### config.mk
export PLATFORM = sky130hd
export DESIGN_NAME = frame_wr_ctrl
export DESIGN_NICKNAME = d
export VERILOG_FILES = /design/src/rtl/frame_wr_ctrl.sv
export SDC_FILE = /design/constraint.sdc
export NUM_CORES = 1
export LEC_CHECK = 0
export CAP_MARGIN = 20
export CORE_MARGIN = 10
export CORE_UTILIZATION = 51
export CTS_CLUSTER_DIAMETER = 100
export CTS_CLUSTER_SIZE = 25
export DETAILED_ROUTE_END_ITERATION = 16
export PLACE_DENSITY_LB_ADDON = 0.3
export SLEW_MARGIN = 25
export SYNTH_ARGS = -nofsm -noshare
export SYNTH_HDL_FRONTEND = slang
export SYNTH_SLANG_ARGS = --single-unit
### constraint.sdc
create_clock -name wr_clk -period 2.11 [get_ports wr_clk]
set_input_delay 0.211 -clock wr_clk [delete_from_list [all_inputs] [get_ports wr_clk]]
set_output_delay 0.211 -clock wr_clk [all_outputs]
set_load 0.005 [all_outputs]
### src/rtl/frame_wr_ctrl.sv
// rtl/frame_wr_ctrl.sv - frame-buffer write sequencer: vsync-framed pixel capture into linear BRAM addresses
module frame_wr_ctrl #(
    parameter int H_ACTIVE   = 640,
    parameter int V_ACTIVE   = 480,
    parameter int DATA_W     = 12,
    parameter int ADDR_W     = $clog2(H_ACTIVE * V_ACTIVE),
    parameter int CONTINUOUS = 1
) (
    input  logic              wr_clk,
    input  logic              rst_n,
    input  logic              capture_en,
    input  logic              vsync,
    input  logic              pix_valid,
    input  logic [DATA_W-1:0] pix_data,
    output logic              wr_en,
    output logic [ADDR_W-1:0] wr_addr,
    output logic [DATA_W-1:0] wr_data,
    output logic              bram_en,
    output logic              busy,
    output logic              frame_done,
    output logic              frame_err,
    output logic [7:0]        frame_cnt
);

    localparam logic [ADDR_W-1:0] LAST_ADDR = ADDR_W'(H_ACTIVE * V_ACTIVE - 1);

    typedef enum logic [2:0] {
        ST_IDLE    = 3'd0,
        ST_WAIT_VS = 3'd1,
        ST_SYNC    = 3'd2,
        ST_CAPTURE = 3'd3,
        ST_DONE    = 3'd4
    } state_t;

    state_t              r_state;
    logic                r_vs_q;
    logic                r_hold;
    logic [ADDR_W-1:0]   r_addr;
    logic                r_wr_en;
    logic [ADDR_W-1:0]   r_wr_addr;
    logic [DATA_W-1:0]   r_wr_data;
    logic                r_bram_en;
    logic                r_done;
    logic                r_err;
    logic [7:0]          r_frame_cnt;

    logic w_vs_rise;
    logic w_vs_fall;

    assign w_vs_rise = vsync & ~r_vs_q;
    assign w_vs_fall = ~vsync & r_vs_q;

    always_ff @(posedge wr_clk or negedge rst_n) begin
        if (!rst_n) begin
            r_state     <= ST_IDLE;
            r_vs_q      <= 1'b0;
            r_hold      <= 1'b0;
            r_addr      <= '0;
            r_wr_en     <= 1'b0;
            r_wr_addr   <= '0;
            r_wr_data   <= '0;
            r_bram_en   <= 1'b0;
            r_done      <= 1'b0;
            r_err       <= 1'b0;
            r_frame_cnt <= 8'd0;
        end else begin
            r_vs_q    <= vsync;
            r_wr_en   <= 1'b0;
            r_done    <= 1'b0;
            r_err     <= 1'b0;
            r_bram_en <= (r_state != ST_IDLE);

            // Single-shot mode needs capture_en to drop before it will re-arm.
            if (!capture_en) begin
                r_hold <= 1'b0;
            end else if (r_state == ST_DONE && CONTINUOUS == 0) begin
                r_hold <= 1'b1;
            end

            case (r_state)
                ST_IDLE: begin
                    if (capture_en && !r_hold) begin
                        r_state <= ST_WAIT_VS;
                    end
                end
                ST_WAIT_VS: begin
                    if (!capture_en) begin
                        r_state <= ST_IDLE;
                    end else if (w_vs_rise) begin
                        r_state <= ST_SYNC;
                    end
                end
                ST_SYNC: begin
                    if (w_vs_fall) begin
                        r_addr  <= '0;
                        r_state <= ST_CAPTURE;
                    end
                end
                ST_CAPTURE: begin
                    // The final pixel wins over a coincident vsync rise.
                    if (pix_valid && r_addr == LAST_ADDR) begin
                        r_wr_en     <= 1'b1;
                        r_wr_addr   <= r_addr;
                        r_wr_data   <= pix_data;
                        r_addr      <= '0;
                        r_done      <= 1'b1;
                        r_frame_cnt <= r_frame_cnt + 8'd1;
                        r_state     <= ST_DONE;
                    end else if (w_vs_rise) begin
                        r_err   <= 1'b1;
                        r_addr  <= '0;
                        r_state <= ST_SYNC;
                    end else if (pix_valid) begin
                        r_wr_en   <= 1'b1;
                        r_wr_addr <= r_addr;
                        r_wr_data <= pix_data;
                        r_addr    <= r_addr + 1'b1;
                    end
                end
                ST_DONE: begin
                    if (CONTINUOUS != 0 && capture_en) begin
                        r_state <= ST_WAIT_VS;
                    end else begin
                        r_state <= ST_IDLE;
                    end
                end
                default: r_state <= ST_IDLE;
            endcase
        end
    end

    assign wr_en      = r_wr_en;
    assign wr_addr    = r_wr_addr;
    assign wr_data    = r_wr_data;
    assign bram_en    = r_bram_en;
    assign busy       = (r_state != ST_IDLE);
    assign frame_done = r_done;
    assign frame_err  = r_err;
    assign frame_cnt  = r_frame_cnt;

endmodule

==> flow_summary.ini, run 1 <==
[status]
status = finished, final reports clean

[setup_path]
cp_slowest_cell = dfrtp_1
cp-end-kind = output port
max_stage_delay_ps = 490
start_kind = flop
cp_num_buf_inv = 1
crit_family = flip-flops
crit_type = reg -> out
path_cells = or3_1 -> clkdlybuf4s50_1
required_ps = 1900
crit_fanout = 11
cp.arrival_ps = 1730

[clocking]
clk-insertion-delay-late_ps = 350
clock_sinks = 66
cts_buffers = 9
cts.path.max_buffers = 2
path_clk_slew_ps = 60
post_cts_buffers = 0
cts_tree = done
root_buffer = clkbuf_8
htreeDepth = 3

[global_routing]
grt_use_met2 = 0.2378
grt_pass1_vias = 2292
grt_max_degree = 67
grtUsageMet1 = 0.1908
grt.overflow.total = 0
grt_usage = 0.1555
grt_util_met3 = 0.05860
antenna_found_initial = 0
grt_pass1_wl_um = 11140
grt-busiest-layer = met2

[placed_design]
dp.cells = 398
dp_hpwl_um = 4857
gp_routability_congestion = 0.8976
pre_cts_ws_ps = 1.029
io_buffers = 60
placed_area_sq_um = 3822

[final_layout]
fillers = 420
drive_gt1_frac = 0.2391
fin_util = 0.7169
syn2layout_area_growth_pct = 34.44
fin_area_sq_um = 4020
diodes = 0
nets = 357
fin_cells = 415

[timing]
min_period_ps = 1945
worst_slack_ps = 164.9
tightest_slew_ps = 392.1
fin_crit_sh = 0.9219
setup_violations = 0
maxSlewHeadroom = 0.7386
hold_violations = 0
final_max_slew_viol_count = 0
setup_tns_ps = 0
whs_ps = 377.9
fmax_mhz = 514.1
rsz0062_at_grt = false
fin_skew_ps = 5.758

[routing]
dr.pass1.iters = 4
vias = 2297
wl_um = 6806
dr.first_iter.drc_count = 101
postRouteAntennaNets = 0
vias_per_cell = 5.535
wire_per_inst_um = 16.40
remaining_drc_errors = 0

[floorplan]
start_util = 0.5332
die-area_sq_um = 9327
fp.dieH_um = 96.58
io_pins = 61
die_x_um = 96.58
rows = 27
coreArea_sq_um = 5608

[synthesis]
synth-main-ff-cell = dfrtp_1
synth-seq-area-share = 0.5523
ys_types = 53
syn_avg_cell_area_sq_um = 11.96
syn_inst = 250
synth_edf_count = 0
syn_area_sq_um = 2990
ys_ff_latch = 66
synth_fp_nets = 269
yosys_warnings = 0
synthArstFlopShare = 1.000

[power]
p_total_mw = 3.696
ir_drop_uv = 602.5
p_leak_nw = 1.804
p_per_area_nw_per_um2 = 919.3

[min_path]
hold_class = in -> reg

[job]
maxCapViolCount = 0
-- layout by cell type, fill, tap and decap left out, types with 7 or more instances in the layout --
| cell | count |
|---|---|
| clkbuf_8 | 12 |
| mux2_2 | 30 |
| nand3_1 | 17 |
| inv_1 | 7 |
| nand2_1 | 13 |
| or3_1 | 7 |
| o21ai_0 | 17 |
| dfrtp_1 | 66 |
| a21oi_1 | 10 |
| clkdlybuf4s50_1 | 59 |
| buf_4 | 21 |
-- worst reg2reg max path: cells and delay by family (launching register included) --
| kind | cells | cell delay [ps] |
|---|---|---|
| XOR/XNOR | 1 | 140 |
| adder cells (fa/ha/maj) | 1 | 230 |
| AND/OR/NAND/NOR | 4 | 890 |
| flip-flops | 1 | 360 |
| buffers and inverters | 1 | 210 |
-- Yosys cell counts, types with 5 or more instances --
library cell  number  share of area
a21oi_1           10          0.017
dfrtp_1           66           0.55
xnor2_1            6          0.018
or3_1              7          0.015
o21ai_0           17          0.028
nand2_1           13          0.016
nor2_1             6         0.0075
nand3_1           17          0.028
and3_1             5          0.010
mux2_2            30           0.11
inv_1              7         0.0088
-- per-layer routing --
| metal | share of wire | vias to the layer above | wire, um |
|---|---|---|---|
| met5 | 0 | - | 0 |
| li1 | - | 1102 | - |
| met3 | 0.10 | 7 | 679 |
| met2 | 0.46 | 81 | 3108 |
| met1 | 0.43 | 1107 | 2923 |
| met4 | 0.014 | 0 | 94 |
-- final cells by class --
type	count	area, sq um	share of cell area
multi-input cells	170	1266	0.3150
clock inverters	2	10.01	0.002490
flip-flops and latches	66	1652	0.4108
repair buffers	84	803.3	0.1998
inverters	7	26.28	0.006536
well taps	72	90.09	0.02241
clock buffers	14	172.7	0.04295
-- cells by family (layout without fill, tap and decap cells) --
logic type               after synthesis  count (layout)  synth area share
AO/OA/AOI/OAI                         47              47           0.09666
buffers and inverters                 14             107           0.02594
AND/OR/NAND/NOR                       81              81            0.1724
flip-flops                            66              66            0.5523
XOR/XNOR                               7               7           0.02050
multiplexers                          33              33            0.1238
adder cells (fa/ha/maj)                2               2          0.008367
-- flip-flops by register name, indices dropped and copies added, names as in the netlist --
signal and count:
r_addr 19, wr_addr 19, wr_data 12, frame_cnt 8, r_state 3, bram_en 1
frame_done 1, frame_err 1, r_vs_q 1, wr_en 1
-- worst paths after layout --
kind | from | end | slack [ps] | cells past startpoint
max | r_state[0] | busy | 160 | 2
min | vsync | r_vs_q | 380 | 1
max reg2reg | r_addr[0] | frame_cnt[5] | 180 | 7
min reg2reg | frame_cnt[7] | frame_cnt[7] | 480 | 1
max in group asynchronous | rst_n | frame_cnt[4] | 1420 | 3
min in group asynchronous | rst_n | wr_data[6] | 410 | 3
-- timing repair --
action | in CTS | in global routing
resized for setup | 0 | 1
endpoints found under the setup margin | 0 | 2
hold buffers | 1 | 0
hold endpoints to repair | 66 | 0
-- power by group --
group / internal (mW) / switching (mW) / leakage, nW
clock: 0.520 / 0.457 / 0.0965
sequential: 1.46 / 0.119 / 0.883
combinational: 0.646 / 0.493 / 0.824
No activity file was read; power rests on OpenSTA's default activity.
==> inputs of run 2 (changes only) <==
- CAP_MARGIN: 20 -> 30
==> results of run 2 <==
Same layout as run 1: the final DEF is identical, and so are final timing and power.
